==> config.mk <==
export PLATFORM = sky130hd
export DESIGN_NAME = hba_arbiter
export DESIGN_NICKNAME = d
export VERILOG_FILES = /design/src/rtl/hba_arbiter.sv
export SDC_FILE = /design/constraint.sdc
export NUM_CORES = 1
export LEC_CHECK = 0
export CAP_MARGIN = 5
export CORE_MARGIN = 2
export CORE_UTILIZATION = 28
export DETAILED_ROUTE_END_ITERATION = 10
export PLACE_DENSITY = 0.77
export SYNTH_ARGS = -nofsm -noshare
export SYNTH_HDL_FRONTEND = slang
export SYNTH_SLANG_ARGS = --single-unit
==> constraint.sdc <==
create_clock -name hba_clk -period 1.4 [get_ports hba_clk]
set_input_delay 0.42 -clock hba_clk [delete_from_list [all_inputs] [get_ports hba_clk]]
set_output_delay 0.42 -clock hba_clk [all_outputs]
set_load 0.01 [all_outputs]
==> src/rtl/hba_arbiter.sv <==
// hba_arbiter: round-robin arbiter and address/control/data mux for the shared HBA bus,
// with a watchdog that acknowledges transfers no slave answers.
`timescale 1ns/1ps
`default_nettype none

module hba_arbiter #(
  parameter int NUM_MASTERS    = 2,
  parameter int TIMEOUT_CYCLES = 255
) (
  input  logic                      hba_clk,
  input  logic                      hba_reset,
  input  logic [NUM_MASTERS-1:0]    masterx_request,
  input  logic [12*NUM_MASTERS-1:0] master_abus_in,
  input  logic [NUM_MASTERS-1:0]    master_rnw_in,
  input  logic [NUM_MASTERS-1:0]    master_select_in,
  input  logic [8*NUM_MASTERS-1:0]  master_dbus_in,
  input  logic                      hba_xferack,
  output logic [NUM_MASTERS-1:0]    hba_mgrant,
  output logic [11:0]               hba_abus,
  output logic                      hba_rnw,
  output logic                      hba_select,
  output logic [7:0]                hba_mdbus,
  output logic                      hba_xferack_m,
  output logic                      bus_timeout
);

  localparam int             IW       = $clog2(NUM_MASTERS);
  localparam logic [7:0]     TO_LIMIT = 8'(TIMEOUT_CYCLES);
  localparam bit             WD_EN    = (TIMEOUT_CYCLES != 0);
  localparam logic [IW:0]    NM       = (IW+1)'(NUM_MASTERS);

  typedef enum logic {ST_IDLE = 1'b0, ST_GRANTED = 1'b1} state_t;

  state_t                 state_q, state_d;
  logic [IW-1:0]          last_q, last_d;
  logic [NUM_MASTERS-1:0] grant_q, grant_d;
  logic [7:0]             wd_cnt_q, wd_cnt_d;
  logic                   to_ack_q, to_ack_d;

  logic                   win_vld;
  logic [IW-1:0]          win_idx;
  logic [NUM_MASTERS-1:0] win_oh;
  logic [IW:0]            rr_sum;

  // Round-robin search starting just after the last winner, wrapping once.
  always_comb begin
    win_vld = 1'b0;
    win_idx = '0;
    win_oh  = '0;
    rr_sum  = '0;
    for (int k = 0; k < NUM_MASTERS; k++) begin
      rr_sum = {1'b0, last_q} + (IW+1)'(k + 1);
      if (rr_sum >= NM) begin
        rr_sum = rr_sum - NM;
      end
      if (!win_vld && masterx_request[rr_sum[IW-1:0]]) begin
        win_vld                  = 1'b1;
        win_idx                  = rr_sum[IW-1:0];
        win_oh[rr_sum[IW-1:0]]   = 1'b1;
      end
    end
  end

  always_comb begin
    state_d = state_q;
    last_d  = last_q;
    grant_d = grant_q;
    case (state_q)
      ST_IDLE: begin
        grant_d = '0;
        if (win_vld) begin
          grant_d = win_oh;
          last_d  = win_idx;
          state_d = ST_GRANTED;
        end
      end
      ST_GRANTED: begin
        if (!(|(masterx_request & grant_q))) begin
          grant_d = '0;
          state_d = ST_IDLE;
        end
      end
      default: begin
        grant_d = '0;
        state_d = ST_IDLE;
      end
    endcase
  end

  always_comb begin
    hba_abus   = '0;
    hba_rnw    = 1'b0;
    hba_select = 1'b0;
    hba_mdbus  = '0;
    for (int k = 0; k < NUM_MASTERS; k++) begin
      if (grant_q[k]) begin
        hba_abus   = master_abus_in[12*k +: 12];
        hba_rnw    = master_rnw_in[k];
        hba_select = master_select_in[k];
        hba_mdbus  = master_dbus_in[8*k +: 8];
      end
    end
  end

  // Counter runs through TO_LIMIT, so expiry lands TIMEOUT_CYCLES+1 edges after select rises.
  always_comb begin
    wd_cnt_d = wd_cnt_q;
    to_ack_d = 1'b0;
    if ((state_q != ST_GRANTED) || !hba_select || hba_xferack) begin
      wd_cnt_d = '0;
    end else if (WD_EN) begin
      if (wd_cnt_q == TO_LIMIT) begin
        to_ack_d = 1'b1;
        wd_cnt_d = '0;
      end else begin
        wd_cnt_d = wd_cnt_q + 8'd1;
      end
    end
  end

  always_ff @(posedge hba_clk) begin
    if (hba_reset) begin
      state_q  <= ST_IDLE;
      last_q   <= IW'(NUM_MASTERS - 1);
      grant_q  <= '0;
      wd_cnt_q <= '0;
      to_ack_q <= 1'b0;
    end else begin
      state_q  <= state_d;
      last_q   <= last_d;
      grant_q  <= grant_d;
      wd_cnt_q <= wd_cnt_d;
      to_ack_q <= to_ack_d;
    end
  end

  assign hba_mgrant    = grant_q;
  assign bus_timeout   = to_ack_q;
  assign hba_xferack_m = hba_xferack | to_ack_q;

endmodule

`default_nettype wire
# Word-level counts from Yosys, hierarchy flattened
# Cells that the tools add are included.
totals:
  memories: 0
  romBits: 0
  ram_bits: 0
  in_bits: 49
  latch_bits: 0
  regBits: 13
  output_inout_bits: 26
classes:
  n_div: 0
  n_reduce_logical: 11
  addsub: 5
  magnitude_cmp: 6
  multipliers: 0
  bitwise_logic: 4
  n_eq_ne: 2
  shifts: 0
  mux: 31
ops:
  columns: ["cell", "count"]
  rows:
  - ["$mux W12", 2]
  - ["$mux W1", 19]
  - ["$mux W8", 2]
  - ["$add A8 B1 Y8 const B", 1]
  - ["$eq A8 B8 Y1 const B", 1]
  - ["$mux W2", 4]
  - ["$ge A2 B2 Y1 const B", 2]
  - ["$lt A1 B2 Y1 const B", 2]
  - ["$pmux W2 S2", 1]
  - ["$reduce_or A2 Y1", 2]
  - ["$logic_and A1 B1 Y1", 3]
  - ["$reduce_or A3 Y1", 1]
  - ["$add A1 B1 Y2 const B", 1]
  - ["$add A1 B2 Y2 const B", 1]
  - ["$and A2 B2 Y2", 1]
  - ["$demux W1 S1", 2]
  - ["$ge A1 B1 Y1 const B", 2]
  - ["$logic_not A1 Y1", 2]
  - ["$logic_or A1 B1 Y1", 2]
  - ["$ne A2 B2 Y1 const B", 1]
  - ["$or A2 B2 Y2", 1]
  - ["$pmux W1 S2", 1]
  - ["$reduce_and A2 Y1", 1]
  - ["$sub A1 B1 Y1 const B", 2]
  - ["2 further kinds", 2]

# Longest topological paths before layout
depth:
  depth_word: 12
  mapped_depth: 5
  mapped_depth_nobuf: 4

# Least setup slack after synthesis
# No wires, ideal clock.
synth_path:
  kind: "register to output"
  startpoint: "reg grant_q[0] (netlist: hba_mgrant[0])"
  endpoint: "out hba_abus[0]"
  n_path_buf: 1
  path_slack_ps: -201
  stages_incl_launch_ff: 4
  t_required_ps: 980
  arrival_ps: 1181
  path_cell_list: "dfxtp_1 > nor2b_1 > clkbuf_1 > a22o_1"
synth_between:
  elab_chain_len: 2
synth_rtl:
  columns: ["item", "line", "source"]
  rows:
  - ["from (decl)", "36", "logic [NUM_MASTERS-1:0] grant_q, grant_d;"]
  - ["from (signal assigned)", "131", "grant_q <= grant_d;"]
  - ["$mux W12 (2 in a row)", "96", "if (grant_q[k]) begin"]
  - ["to (decl)", "19", "output logic [11:0] hba_abus,"]
# No other way between the ends.

# Final worst setup path
layout_path:
  startpoint: "reg grant_q[1] (netlist: hba_mgrant[1])"
  endpoint: "out hba_abus[7]"
layout_between:
  elab_chain_len: 1
layout_rtl:
  columns: ["item", "line"]
  rows:
  - ["$mux W12", "96"]
# No other way between the ends.

==> impl_summary.txt <==
----------------------------------------------------
[Status]
  Result of the run ... finished with violations
  Violated checks ... setup timing

[Power]
  Power dissipated by switching net loads ... 0.280 mW
  Relative contribution of the clock network to total power ... 0.221
  Largest voltage drop on the vdd net ... 0.000531 V
  Switching part of the total ... 0.267
  P per Cell Area ... 605 nW/um^2
  Part of the total power dissipated in combinational logic ... 0.408
  Leakage power figure ... 0.755 nW
  Cell-internal power ... 0.766 mW
  Sequential power share ... 0.371

[Die]
  Die boundary width ... 58.5 um
  Initial core utilization ... 0.299
  Core Footprint ... 2780 sq um
  IO Pins ... 75
  Die Ht ... 58.5 um
  Standard-cell rows ... 19
  Die Area ... 3420 sq um

[Logic synthesis]
  Library cell with the largest summed area after synthesis ... sky130_fd_sc_hd__dfxtp_1
  Number of register bits inferred by synthesis ... 13
  Syn. warnings ... 0
  Number of enable-type register cells in the synthesized netlist ... 0
  Largest cells by area after synthesis ... sky130_fd_sc_hd__dfxtp_1, sky130_fd_sc_hd__a22o_1, sky130_fd_sc_hd__a21oi_1
  Netlist area before placement ... 832 sq um
  Post-synthesis instance total ... 91
  Seq/Total Area, Yosys ... 0.313
  Post-Syn Area per Cell ... 9.14 sq um
  Synthesized netlist net count ... 141
  Main flop type after synthesis ... sky130_fd_sc_hd__dfxtp_1
  Post-synthesis async set-or-reset flop share ... 0
  Library cells used by synthesis ... 31
  Fraction of synthesized cell area taken by the top area cell type ... 0.313

[Critical path]
  Worst-path cell chain ... nor2b_4 -> buf_6 -> clkbuf_16 -> a22o_1 -> buf_2
  Max incr delay on CP ... 0.36 ns
  Depth of the critical timing path with buffers and inverters included ... 5
  Critical path class ... reg2out
  Buf+Inv Stages, Crit Path ... 3
  Startpoint type of the worst setup path ... flip-flop
  Cell family with most CP delay ... buffers and inverters
  Largest fanout on the critical path ... 5
  Worst R2R Path Depth ... 4
  Worst Path Arrival ... 1.31 ns
  Worst endpoint required time ... 0.98 ns
  Worst-path cell with the longest stage delay ... sky130_fd_sc_hd__dfxtp_4
  Capturing element type of the critical path ... output port

[Cells and area]
  Fraction of layout cells with a size suffix above 1 ... 0.298
  Most frequent cells in the layout ... sky130_fd_sc_hd__clkdlybuf4s50_1, sky130_fd_sc_hd__buf_2, sky130_fd_sc_hd__a22o_1
  Most common cell after layout, fill and taps aside ... sky130_fd_sc_hd__clkdlybuf4s50_1
  Finished Cell Area ... 1730 sq um
  Antenna cells ... 0
  Final-layout fill cell count ... 246
  Final Net Count ... 229
  Area grow syn2layout ... 108%

[STA]
  Tcrit/Tclk final ... 1.24
  Hold Fails Final Rpt ... 0
  Final Critical Period ... 1.73 ns
  Max Clock Skew ... 0.00592 ns
  Measured slew at the worst slew-check pin ... 0.255 ns
  Count of pins over their slew limit ... 0
  Slew headroom ... 0.830
  Number of endpoints failing setup at the final stage ... 25
  Setup repair after global routing missed its margin ... yes
  Final setup slack of the worst path ... -0.335 ns
  Highest Clock Rate ... 0.576 GHz

[Clock network]
  CTS tree ... done
  Clock sink total ... 13
  Maximum buffer depth of the clock tree ... 2
  Clock network latency to the later pin of the worst-skew pair ... 0.28 ns
  CTS buffer count ... 3
  Hold bufs inserted after CTS ... 0
  Register clock-pin slew on the reported worst setup and hold paths ... 0.07 ns
  Level count of the clock H-tree ... 1
  Buffer type at the clock tree root ... sky130_fd_sc_hd__clkbuf_4

[Drt]
  First-pass iteration count of the detailed router ... 5
  Vias ... 1,096
  Residual DRC ... 0
  Residual antenna-violating net count after detailed routing ... 0
  Total routed wirelength ... 3470 um
  Detailed router's first-iteration violation count ... 31
  Avg WL per Cell ... 16.6 um
  Vias per inst ... 5.24

[Global routing]
  Wire length of the first global-routing pass ... 4880 um
  Via count of the first global-routing pass ... 1,009
  Overall fraction of global-route tracks in use ... 0.188
  Largest net degree at the start of global routing ... 25
  Number of antenna violations at the first check in global routing ... 0
  Total gr overflow ... 0

[Run]
  Max-cap violations ... 0

[Worst hold path]
  Hold path depth ... 2
  Path type of the worst min-delay path ... reg2reg

[Place]
  Final weighted congestion in routability-driven placement ... 0.812
  Worst setup timing slack at the placement stage ... -0.637 ns
  Post-DP Area ... 1640 sq um
  Detailed Place HPWL ... 2490 um
  Number of buffer cells added on primary ports ... 74

----------------------------------------------------
[layer usage]
layer | vias to the layer above | routed length, um | global-route usage
met4 | 0 | 63 | 0.0930
met1 | 500 | 1370 | 0.194
li1 | 534 | - | -
met2 | 55 | 1740 | 0.345
met3 | 7 | 299 | 0.0527
met5 | - | 0 | 0
[cells in the mapped netlist, types with 2 or more instances]
| library cell | instances |
|---|---|
| sky130_fd_sc_hd__a22o_1 | 21 |
| sky130_fd_sc_hd__nand3_1 | 4 |
| sky130_fd_sc_hd__nand2b_1 | 2 |
| sky130_fd_sc_hd__xor2_1 | 2 |
| sky130_fd_sc_hd__or3_1 | 2 |
| sky130_fd_sc_hd__a21o_1 | 2 |
| sky130_fd_sc_hd__and4_1 | 2 |
| sky130_fd_sc_hd__inv_1 | 2 |
| sky130_fd_sc_hd__nor2_1 | 3 |
| sky130_fd_sc_hd__dfxtp_1 | 13 |
| sky130_fd_sc_hd__nand2_1 | 4 |
| sky130_fd_sc_hd__buf_6 | 2 |
| sky130_fd_sc_hd__nor3_2 | 2 |
| sky130_fd_sc_hd__o21ai_0 | 3 |
| sky130_fd_sc_hd__nor2b_1 | 4 |
| sky130_fd_sc_hd__a21oi_1 | 5 |
| sky130_fd_sc_hd__clkbuf_1 | 4 |
[power by group through the flow]
| stage | clock, mW | combinational [mW] | sequential, mW |
|---|---|---|---|
| 2_1_floorplan | 0 | 0.129 | 0.399 |
| 3_3_place_gp | 0 | 0.397 | 0.395 |
| 3_5_place_dp | 0 | 0.403 | 0.396 |
| 4_1_cts | 0.240 | 0.389 | 0.389 |
| 5_1_grt | 0.250 | 0.453 | 0.390 |
| 6_report | 0.231 | 0.427 | 0.388 |
[repair_timing]
action / in CTS / in global routing
endpoints found under the setup margin: 35 / 32
resized for setup: 115 / 7
buffers inserted: 1 / 4
pin swaps: 5 / 11
cloned: 2 / 2
[worst reg2reg max path: cells and delay by family, from the launching register on]
kind                   cells  cell delay [ns]
AOI/OAI and AO/OA          1             0.48
buffers and inverters      1             0.16
DFF                        1             0.36
and+or+nand+nor            2             0.37
[cells by family (layout without fill, tap and decap cells)]
group | Yosys count | after routing | share of synthesized area
compound gates | 37 | 38 | 0.353
simple gates | 29 | 29 | 0.233
flops | 13 | 13 | 0.313
buf+inv | 8 | 94 | 0.0541
xor+xnor | 3 | 3 | 0.0316
fa+ha+maj | 1 | 1 | 0.0150
[path summary, 6_finish.rpt]
check / start / end / slack [ns]
max reg2reg: hba_mgrant[1]$_SDFFE_PP0P_ / wd_cnt_q[0]$_SDFF_PP0_ / -0.03
min reg2reg: state_q$_SDFF_PP0_ / hba_mgrant[1]$_SDFFE_PP0P_ / 0.52
max: hba_mgrant[1]$_SDFFE_PP0P_ / hba_abus[7] / -0.33
min: state_q$_SDFF_PP0_ / hba_mgrant[1]$_SDFFE_PP0P_ / 0.52
[flip-flops by register name, summed over array words and instances, names as in the netlist]
register	flops
hba_mgrant	2
last_q	1
wd_cnt_q	8
bus_timeout	1
state_q	1
[final cells by class]
class                      count  area [sq um]  share of cell area
clock buffer                   4          26.3              0.0152
tap                           31          38.8              0.0224
multi-input combinational     71           551               0.318
inverter                       2          7.51             0.00434
timing repair buffer          88           841               0.486
sequential                    13           265               0.153
[through the flow]
step / util / TNS (ns) / power (mW) / std cells / hold slack [ns]
5_1_grt: 0.622 / -8.52 / 1.09 / 209 / 0.532
3_5_place_dp: 0.591 / -17.26 / 0.799 / 197 / 0.518
6_report: 0.622 / -6.86 / 1.05 / 209 / 0.521
2_1_floorplan: - / 0 / 0.529 / 91 / 0.475
3_3_place_gp: 0.591 / -16.81 / 0.792 / 197 / 0.494
4_1_cts: 0.588 / -7.02 / 1.02 / 204 / 0.523
(Power assumes the default switching activity.)
